===== config.mk =====
export PLATFORM = sky130hd
export DESIGN_NAME = dac714_serial_if
export DESIGN_NICKNAME = d
export VERILOG_FILES = /design/src/rtl/dac714_pkg.sv /design/src/rtl/dac714_serial_if.sv
export SDC_FILE = /design/constraint.sdc
export NUM_CORES = 1
export LEC_CHECK = 0
export ABC_AREA = 1
export ABC_CLOCK_PERIOD_IN_PS = 1900
export CAP_MARGIN = 20
export CORE_UTILIZATION = 30
export DETAILED_ROUTE_END_ITERATION = 8
export PLACE_DENSITY = 0.58
export SYNTH_ARGS = -nofsm -noshare
export SYNTH_HDL_FRONTEND = slang
export SYNTH_SLANG_ARGS = --single-unit
export TNS_END_PERCENT = 5

===== constraint.sdc =====
create_clock -name clk_slow -period 1.9 [get_ports clk_slow]
set_input_delay 0.19 -clock clk_slow [delete_from_list [all_inputs] [get_ports clk_slow]]
set_output_delay 0.19 -clock clk_slow [all_outputs]
set_load 0.05 [all_outputs]

===== src/rtl/dac714_pkg.sv =====
`timescale 1ns/1ps
`default_nettype none
// ============================================================================
// Module      : dac714_pkg
// Description : Shared definitions for the DAC714 serial output stage:
//               frame-sequencer state encoding, default frame width and the
//               width of the overrun counter.
// Revision    : 1.0  initial release
// ============================================================================
package dac714_pkg;

    localparam int DAC_WIDTH_DEFAULT = 16;
    localparam int OVR_CNT_W         = 8;

    typedef enum logic [2:0] {
        ST_IDLE     = 3'd0,
        ST_SHIFT_LO = 3'd1,
        ST_SHIFT_HI = 3'd2,
        ST_LOAD     = 3'd3,
        ST_GAP      = 3'd4
    } state_t;

endpackage : dac714_pkg
`default_nettype wire


===== src/rtl/dac714_serial_if.sv =====
`timescale 1ns/1ps
`default_nettype none
// ============================================================================
// Module      : dac714_serial_if
// Description : Serialises the ramp generator's parallel setpoint into the
//               DAC714 three-wire port (SCLK / SDI / nLOAD), MSB first.
//               One pending word is buffered so that a strobe arriving while
//               a frame is being shifted is not lost; overwrites of an
//               unconsumed pending word are counted (saturating).
// Revision    : 1.0  initial release
//
// Ports
//   clk_slow     in   10 MHz clock, all logic on the rising edge
//   nReset       in   synchronous, active-low reset
//   strobe       in   update request; each rising edge is one request
//   data         in   signed setpoint, sampled on the strobe rising-edge cycle
//   dac_sclk     out  serial clock (DAC samples SDI on its rising edge)
//   dac_sdi      out  serial data, MSB first
//   dac_nload    out  active-low load pulse
//   busy         out  frame in progress or word pending
//   last_word    out  last word fully loaded into the DAC
//   overrun_cnt  out  saturating count of pending-word overwrites
// ============================================================================
module dac714_serial_if
    import dac714_pkg::*;
#(
    parameter int DAC_WIDTH     = DAC_WIDTH_DEFAULT,
    parameter int SCLK_HALF     = 1,
    parameter int LOAD_CYCLES   = 2,
    parameter bit OFFSET_BINARY = 1'b0
) (
    input  logic                 clk_slow,
    input  logic                 nReset,
    input  logic                 strobe,
    input  logic [DAC_WIDTH-1:0] data,
    output logic                 dac_sclk,
    output logic                 dac_sdi,
    output logic                 dac_nload,
    output logic                 busy,
    output logic [DAC_WIDTH-1:0] last_word,
    output logic [OVR_CNT_W-1:0] overrun_cnt
);

    // One phase counter serves both the SCLK half-periods and the load pulse,
    // so it is sized for whichever of the two is longer.
    localparam int c_tc_max = (SCLK_HALF > LOAD_CYCLES) ? SCLK_HALF : LOAD_CYCLES;
    localparam int c_cnt_w  = (c_tc_max > 1) ? $clog2(c_tc_max) : 1;
    localparam int c_bit_w  = (DAC_WIDTH > 1) ? $clog2(DAC_WIDTH) : 1;

    localparam logic [c_cnt_w-1:0]   c_sclk_tc  = c_cnt_w'(SCLK_HALF - 1);
    localparam logic [c_cnt_w-1:0]   c_load_tc  = c_cnt_w'(LOAD_CYCLES - 1);
    localparam logic [c_bit_w-1:0]   c_bit_init = c_bit_w'(DAC_WIDTH - 1);
    localparam logic [OVR_CNT_W-1:0] c_ovr_max  = '1;

    state_t                 state_q, state_d;
    logic                   strobe_q, strobe_d;
    logic [DAC_WIDTH-1:0]   shift_q, shift_d;
    logic [DAC_WIDTH-1:0]   frame_q, frame_d;
    logic [c_bit_w-1:0]     bit_cnt_q, bit_cnt_d;
    logic [c_cnt_w-1:0]     cnt_q, cnt_d;
    logic [DAC_WIDTH-1:0]   pend_q, pend_d;
    logic                   pend_valid_q, pend_valid_d;
    logic                   sclk_q, sclk_d;
    logic                   sdi_q, sdi_d;
    logic                   nload_q, nload_d;
    logic [DAC_WIDTH-1:0]   last_word_q, last_word_d;
    logic [OVR_CNT_W-1:0]   ovr_q, ovr_d;

    logic                   w_req;
    logic [DAC_WIDTH-1:0]   w_word;
    logic                   w_start;
    logic [DAC_WIDTH-1:0]   w_start_word;
    logic                   w_consume;
    logic                   w_capture;

    // Two's complement to offset binary is just an MSB flip.
    generate
        if (OFFSET_BINARY) begin : g_offset_binary
            assign w_word = {~data[DAC_WIDTH-1], data[DAC_WIDTH-2:0]};
        end else begin : g_twos_complement
            assign w_word = data;
        end
    endgenerate

    assign w_req = strobe & ~strobe_q;

    // Next-state / datapath
    always_comb begin
        state_d      = state_q;
        strobe_d     = strobe;
        shift_d      = shift_q;
        frame_d      = frame_q;
        bit_cnt_d    = bit_cnt_q;
        cnt_d        = cnt_q;
        pend_d       = pend_q;
        pend_valid_d = pend_valid_q;
        last_word_d  = last_word_q;
        ovr_d        = ovr_q;
        w_start      = 1'b0;
        w_start_word = w_word;
        w_consume    = 1'b0;

        case (state_q)
            ST_IDLE: begin
                // A word left pending by a request in the GAP cycle is
                // drained here before any new request.
                if (pend_valid_q) begin
                    w_start      = 1'b1;
                    w_start_word = pend_q;
                    w_consume    = 1'b1;
                end else if (w_req) begin
                    w_start      = 1'b1;
                    w_start_word = w_word;
                end
            end
            ST_SHIFT_LO: begin
                if (cnt_q == c_sclk_tc) begin
                    cnt_d   = '0;
                    state_d = ST_SHIFT_HI;
                end else begin
                    cnt_d = cnt_q + 1'b1;
                end
            end
            ST_SHIFT_HI: begin
                if (cnt_q == c_sclk_tc) begin
                    cnt_d = '0;
                    if (bit_cnt_q == '0) begin
                        state_d = ST_LOAD;
                    end else begin
                        shift_d   = {shift_q[DAC_WIDTH-2:0], 1'b0};
                        bit_cnt_d = bit_cnt_q - 1'b1;
                        state_d   = ST_SHIFT_LO;
                    end
                end else begin
                    cnt_d = cnt_q + 1'b1;
                end
            end
            ST_LOAD: begin
                if (cnt_q == c_load_tc) begin
                    cnt_d       = '0;
                    last_word_d = frame_q;
                    state_d     = ST_GAP;
                end else begin
                    cnt_d = cnt_q + 1'b1;
                end
            end
            ST_GAP: begin
                if (pend_valid_q) begin
                    w_start      = 1'b1;
                    w_start_word = pend_q;
                    w_consume    = 1'b1;
                end else begin
                    state_d = ST_IDLE;
                end
            end
            default: begin
                state_d = ST_IDLE;
            end
        endcase

        if (w_start) begin
            state_d   = ST_SHIFT_LO;
            shift_d   = w_start_word;
            frame_d   = w_start_word;
            bit_cnt_d = c_bit_init;
            cnt_d     = '0;
        end

        // Any request not started directly goes into the pending slot. The
        // consume happens first, so a request in the same cycle as a drain
        // refills the slot without counting as an overrun.
        w_capture = w_req & ~((state_q == ST_IDLE) & ~pend_valid_q);
        if (w_consume) begin
            pend_valid_d = 1'b0;
        end
        if (w_capture) begin
            pend_d       = w_word;
            pend_valid_d = 1'b1;
            if (pend_valid_q && !w_consume && (ovr_q != c_ovr_max)) begin
                ovr_d = ovr_q + 1'b1;
            end
        end

        // Pin drivers are registered from the next state so they are
        // glitch-free and aligned with the state they describe.
        sclk_d  = (state_d == ST_SHIFT_HI);
        nload_d = (state_d != ST_LOAD);
        sdi_d   = ((state_d == ST_SHIFT_LO) || (state_d == ST_SHIFT_HI)) ?
                  shift_d[DAC_WIDTH-1] : 1'b0;
    end

    always_ff @(posedge clk_slow) begin
        if (!nReset) begin
            state_q      <= ST_IDLE;
            strobe_q     <= 1'b0;
            shift_q      <= '0;
            frame_q      <= '0;
            bit_cnt_q    <= '0;
            cnt_q        <= '0;
            pend_q       <= '0;
            pend_valid_q <= 1'b0;
            sclk_q       <= 1'b0;
            sdi_q        <= 1'b0;
            nload_q      <= 1'b1;
            last_word_q  <= '0;
            ovr_q        <= '0;
        end else begin
            state_q      <= state_d;
            strobe_q     <= strobe_d;
            shift_q      <= shift_d;
            frame_q      <= frame_d;
            bit_cnt_q    <= bit_cnt_d;
            cnt_q        <= cnt_d;
            pend_q       <= pend_d;
            pend_valid_q <= pend_valid_d;
            sclk_q       <= sclk_d;
            sdi_q        <= sdi_d;
            nload_q      <= nload_d;
            last_word_q  <= last_word_d;
            ovr_q        <= ovr_d;
        end
    end

    assign dac_sclk    = sclk_q;
    assign dac_sdi     = sdi_q;
    assign dac_nload   = nload_q;
    assign busy        = (state_q != ST_IDLE) | pend_valid_q;
    assign last_word   = last_word_q;
    assign overrun_cnt = ovr_q;

endmodule : dac714_serial_if
`default_nettype wire


==> flow_summary.toml, run 1 <==
[status]
outcome = "finished, violations left"
failed_checks = "design-rule violations"

[detailed_routing]
vias = 3332
drc = 2
dr.pass1.iters = 8
drtIter0Drc = 176
wl_per_cell_um = 12.7
routed_via_density = 4.77
ant_nets = 0
wl_mm = 8.90

[timing]
tns_ps = 0
setup_viol = 0
maxSlewViolCount = 0
finalCritPeriodShare_pct = 93.3
period_needed_ps = 1770
max_freq_mhz = 564
rsz0062_at_grt = "no"
tightest_slew_ps = 514
finClkSkew_ps = 12.0
hold_viol = 0
slew_headroom_pct = 65.6

[cells_and_area]
mostFrequentLayoutCell = "nand2_1"
regArea_mm2 = 0.00170
multi_input_area_mm2 = 0.00166
nets = 572
n_fill_cell = 1217
synthToLayoutAreaGrowth_pct = 26.1
final_layout_size_suffix_gt1_share_pct = 8.81
antennaDiodeCount = 0
final_cell_area_mm2 = 0.00458
mostFrequentLayoutCells = "nand2_1, nor2_1, dfxtp_1"

[clocking]
post_cts_buffers = 0
numCtsBuffers = 9
cts_buffer_depth = 2
cts_resized = 0
clock_sinks = 85
path_clk_slew_ps = 70
clk_latency_ps = 340
hold_buffers = 0
cts-root-buf = "clkbuf_16"
cts_tree = "yes"
cts.htree.levels = 3

[power]
peakVddDrop_uv = 417
switchingPower_mw = 1.24
pwr-share-clk_pct = 41.4
combPwrFrac_pct = 14.7
power.internal_mw = 3.25
p_sw_share_pct = 27.6
leakage_nw = 2.01
sequentialPowerShare_pct = 43.9
powerDensity_mw_per_mm2 = 981

[setup_path]
r2r_slack_ps = 170
reg2regPathDepth = 8
cp_slowest_stage_delay_ps = 830
path_max_fanout = 5
arrival_ps = 1580
crit_family = "buffers and inverters"
required_ps = 1710
end_kind = "output port"
r2r-end = "bit_cnt_q[2]"
crit_type = "reg -> out"
crit_slowest_cell = "clkdlybuf4s50_1"
crit_path_start_kind = "flip-flop"
critPathBufInv = 1
cp_cell_sequence = "clkdlybuf4s50_1"
reg2reg_from = "bit_cnt_q[0]"
crit_start = "overrun_cnt[2]"

[grt]
grt_max_degree = 44
antenna_found_initial = 0
gr-total-overflow = 0
grt_pass1_vias = 3301
grtUsageTotal_pct = 15.3
grt_pass1_wl_mm = 15.3

[floorplanning]
ios = 47
die-area_mm2 = 0.0125
core-area_mm2 = 0.0116
die_h_um = 112
die-width_um = 112
start_util_pct = 31.3
rows = 39

[synthesis]
synth.largest_area_cell = "dfxtp_1"
synth_warnings = 0
avgSynthCellArea_um2 = 7.19
syn_area_mm2 = 0.00363
synth_top_family_by_area = "simple AND/OR/NAND/NOR gates"
synth_compound_area_share_pct = 10.8
synth-simple-area-share_pct = 32.7
netlist.area_leader.share_pct = 46.9
synthMuxAreaShare_pct = 0
synthXorXnorAreaFrac_pct = 1.45
ys_ff_latch = 85
synth_fa_ha_area_share_pct = 0.689
synth_cell_types = 30
seq_area_frac_synth_pct = 46.9
synthCells = 505
synthTopCellsByArea = "dfxtp_1, nand2_1, nor2_1, a21oi_1, o21ai_0"
syn_nets = 526

[min_path]
holdPathStages = 3
hp-start = "strobe"
min_to = "strobe_q"
hold_class = "in -> reg"

[place]
hpwl_mm = 6.36
placement.cell_area_mm2 = 0.00426
place_congestion = 0.803
io_buffers = 46

[job]
cap_viol_max_count = 0
-- how the worst max path moves through the flow --
stage                                end  depth (start not counted)
final                     overrun_cnt[2]                          1
after global routing        bit_cnt_q[2]                          8
after CTS                 overrun_cnt[2]                          1
after detailed placement     shift_q[11]                         10
after global placement       shift_q[11]                         10
after floorplan                pend_q[6]                          7
-- cells by family (layout without fill, tap and decap cells) --
logic type | count (synthesis) | in the layout
AND/OR/NAND/NOR | 278 | 278
flip-flops | 85 | 85
AO/OA/AOI/OAI | 78 | 78
buffers and inverters | 56 | 107
XOR/XNOR | 6 | 6
adder cells (fa/ha/maj) | 2 | 2
-- layout make-up --
| class | instances | area share [%] |
|---|---|---|
| multi-input cells | 364 | 36.2 |
| clock inverters | 5 | 1.45 |
| repair buffers | 60 | 13.1 |
| well taps | 143 | 3.91 |
| clock buffers | 11 | 5.52 |
| inverters | 31 | 2.60 |
| flip-flops and latches | 85 | 37.2 |
-- through the flow --
stage	power (mW)	util, %	std cells	setup WS, ps	hold slack [ps]
6_report	4.49	39.4	699	127	401
5_1_grt	4.71	39.4	699	65.8	418
4_1_cts	4.54	39.4	699	98.2	397
3_5_place_dp	2.67	36.7	683	67.9	458
3_3_place_gp	2.66	36.7	683	107	455
2_1_floorplan	2.49	-	505	70.1	283
-- power by group through the flow --
stage	Combinational, mW	Sequential, mW	Clock (mW)
after floorplan	0.479	2.01	0
after global placement	0.648	2.01	0
after detailed placement	0.662	2.01	0
after CTS	0.666	1.97	1.90
after global routing	0.745	1.99	1.98
final	0.661	1.97	1.86
-- Yosys cell counts (all sizes together) --
| master | instances |
|---|---|
| dfxtp | 85 |
| nand3 | 29 |
| a211oi | 1 |
| clkbuf | 12 |
| and3 | 1 |
| ha | 2 |
| nor2 | 99 |
| o21ai | 39 |
| buf | 13 |
| nor3 | 2 |
| nand2 | 136 |
| inv | 31 |
| xor2 | 5 |
| xnor2 | 1 |
| nand3b | 2 |
| a21oi | 38 |
| nand4 | 9 |
-- sequential cells by signal (all words and copies together) (netlist names), 3 cells and up --
| register | count |
|---|---|
| bit_cnt_q | 4 |
| frame_q | 16 |
| last_word | 16 |
| overrun_cnt | 8 |
| pend_q | 16 |
| shift_q | 16 |
| state_q | 3 |
-- tightest hold or removal path, delay by kind of cell --
kind / cells / cell delay [ps]
buffers and inverters: 2 / 450
and+or+nand+nor: 1 / 60
-- per-layer routing --
| metal | part of all wire [%] | routed length [um] | GRT usage, % | up-vias |
|---|---|---|---|---|
| met5 | 0 | 0 | 0 | - |
| met4 | 3.3 | 293 | 7.29 | 0 |
| met3 | 4.1 | 363 | 3.83 | 22 |
| met2 | 46 | 4110 | 24.9 | 90 |
| met1 | 46 | 4130 | 18.9 | 1514 |
| li1 | - | - | - | 1706 |
No activity file was read; power rests on OpenSTA's default activity.
==> inputs of run 2 (changes only) <==
--- a/config.mk
+++ b/config.mk
@@ -11,6 +11,7 @@
 export CORE_UTILIZATION = 30
 export DETAILED_ROUTE_END_ITERATION = 8
 export PLACE_DENSITY = 0.58
+export SKIP_CTS_REPAIR_TIMING = 1
 export SYNTH_ARGS = -nofsm -noshare
 export SYNTH_HDL_FRONTEND = slang
 export SYNTH_SLANG_ARGS = --single-unit
==> results of run 2 <==
Final layout, timing and power as in run 1 (identical DEF).
==> inputs of run 3 (changes only) <==
--- a/config.mk
+++ b/config.mk
@@ -8,9 +8,10 @@
 export ABC_AREA = 1
 export ABC_CLOCK_PERIOD_IN_PS = 1900
 export CAP_MARGIN = 20
-export CORE_UTILIZATION = 30
+export CORE_UTILIZATION = 55
 export DETAILED_ROUTE_END_ITERATION = 8
-export PLACE_DENSITY = 0.58
+export HOLD_SLACK_MARGIN = 0.1
+export PLACE_DENSITY = 0.88
 export SKIP_CTS_REPAIR_TIMING = 1
 export SYNTH_ARGS = -nofsm -noshare
 export SYNTH_HDL_FRONTEND = slang
==> run 3 against run 2 <==
  * The flow now finishes without violations
  * Critical path depth stayed put
  * Worst setup slack lost 21 ps
  * Total power is 8.5% lower
  * Routed wire length down 3.9%
  * Hold slack gained 11 ps
  * Final area decreased by 3.9%
  * Global-route usage up 11 points
  * Via count rose by 2.8%
  * Sequential power about the same
  * Clock power decreased by 21%
  * Critical path type unchanged
  * Critical endpoint is now overrun_cnt[0]
  * Highest routed layer unchanged
==> flow_summary.toml, run 3 (synthesized netlist as in run 1, its figures left out) <==
[grt]
grt_pass1_wl_mm = 14.5
antenna_found_initial = 0
gr-total-overflow = 0
grt_pass1_vias = 3157
grtUsageTotal_pct = 26.2
grt_max_degree = 26

[clocking]
path_clk_slew_ps = 90
cts_tree = "yes"
cts.htree.levels = 3
clk_latency_ps = 360
cts_buffer_depth = 2
clock_sinks = 85
cts-root-buf = "clkbuf_8"
numCtsBuffers = 9

[setup_path]
cp_cell_sequence = "clkdlybuf4s50_1"
r2r-end = "bit_cnt_q[2]"
reg2regPathDepth = 8
r2r_slack_ps = 160
crit_path_end = "overrun_cnt[0]"
critPathBufInv = 1
crit_type = "reg -> out"
critical_path_depth = 1
cp_slowest_stage_delay_ps = 830
reg2reg_from = "bit_cnt_q[0]"
path_max_fanout = 5
arrival_ps = 1600
crit_path_start_kind = "flip-flop"
crit_start = "overrun_cnt[0]"
end_kind = "output port"
crit_family = "buffers and inverters"
crit_slowest_cell = "clkdlybuf4s50_1"
required_ps = 1710

[floorplanning]
die_h_um = 83.3
core-area_mm2 = 0.00635
ios = 47
start_util_pct = 57.2
rows = 29
die-area_mm2 = 0.00693
die-width_um = 83.3

[cells_and_area]
nets = 572
mostFrequentLayoutCell = "nand2_1"
synthToLayoutAreaGrowth_pct = 21.2
final_cell_area_mm2 = 0.00440
n_fill_cell = 508
stdcell_count = 633
final_layout_size_suffix_gt1_share_pct = 8.81
antennaDiodeCount = 0
mostFrequentLayoutCells = "nand2_1, nor2_1, dfxtp_1"

[timing]
maxSlewViolCount = 0
rsz0062_at_grt = "no"
tightest_slew_ps = 522
finClkSkew_ps = 7.43
whs_ps = 412
slew_headroom_pct = 65.1
tns_ps = 0
period_needed_ps = 1790
hold_viol = 0
setup_viol = 0
max_freq_mhz = 557
finalCritPeriodShare_pct = 94.5

[detailed_routing]
drtIter0Drc = 256
ant_nets = 0
vias = 3426
dr.pass1.iters = 5
wl_per_cell_um = 13.5
drc = 0
wl_mm = 8.55
routed_via_density = 5.41

[power]
powerDensity_mw_per_mm2 = 934
leakage_nw = 1.97
peakVddDrop_uv = 470
power_mw = 4.11

[job]
cap_viol_max_count = 0

[place]
dp.cells = 617
place_congestion = 0.946
io_buffers = 46
hpwl_mm = 6.00
placement.cell_area_mm2 = 0.00416

[status]
outcome = "complete, no violations"

[min_path]
hold_class = "in -> reg"
run 3: cell types whose count changed in the layout (fill, tap and decap cells not counted), sizes merged:
cell,before,now
bufinv,1,2
inv,33,32
run 3: worst min path at each step:
| stage | startpoint | to | slack (ps) | cells past startpoint |
|---|---|---|---|---|
| after CTS | strobe | strobe_q | 410 | 3 |
| after floorplan | strobe | strobe_q | 280 | 2 |
| after global placement | frame_q[5] | frame_q[5] | 450 | 2 |
| after global routing | strobe | strobe_q | 430 | 3 |
| final | strobe | strobe_q | 410 | 3 |
| after detailed placement | frame_q[5] | frame_q[5] | 460 | 2 |
run 3: per-layer routing:
layer	GRT usage, %	vias to the layer above	wire length [um]
met5	0	-	0
met2	44.2	129	4180
met3	4.77	34	424
met4	11.1	0	237
li1	-	1700	-
met1	32.7	1563	3710
run 3: final cells by class:
class	count	area [um^2]	share of cell area (%)
inverter	31	119	2.70
clock buffer	11	151	3.44
tap	77	96.3	2.19
timing repair buffer	60	588	13.4
clock inverter	5	81.3	1.85
multi-input combinational	364	1660	37.8
sequential	85	1700	38.7
run 3: metrics by stage:
stage | util, % | worst slack (ps)
after floorplan | - | 70.1
after global placement | 65.6 | 149
after detailed placement | 65.6 | 98.7
after CTS | 69.2 | 71.9
after global routing | 69.3 | 36.4
final | 69.3 | 105
run 3: report_power, final:
group / internal, mW / total (mW) / switching (mW)
logic: 0.239 / 0.667 / 0.428
registers: 1.90 / 1.98 / 0.0742
clock network: 0.815 / 1.47 / 0.652
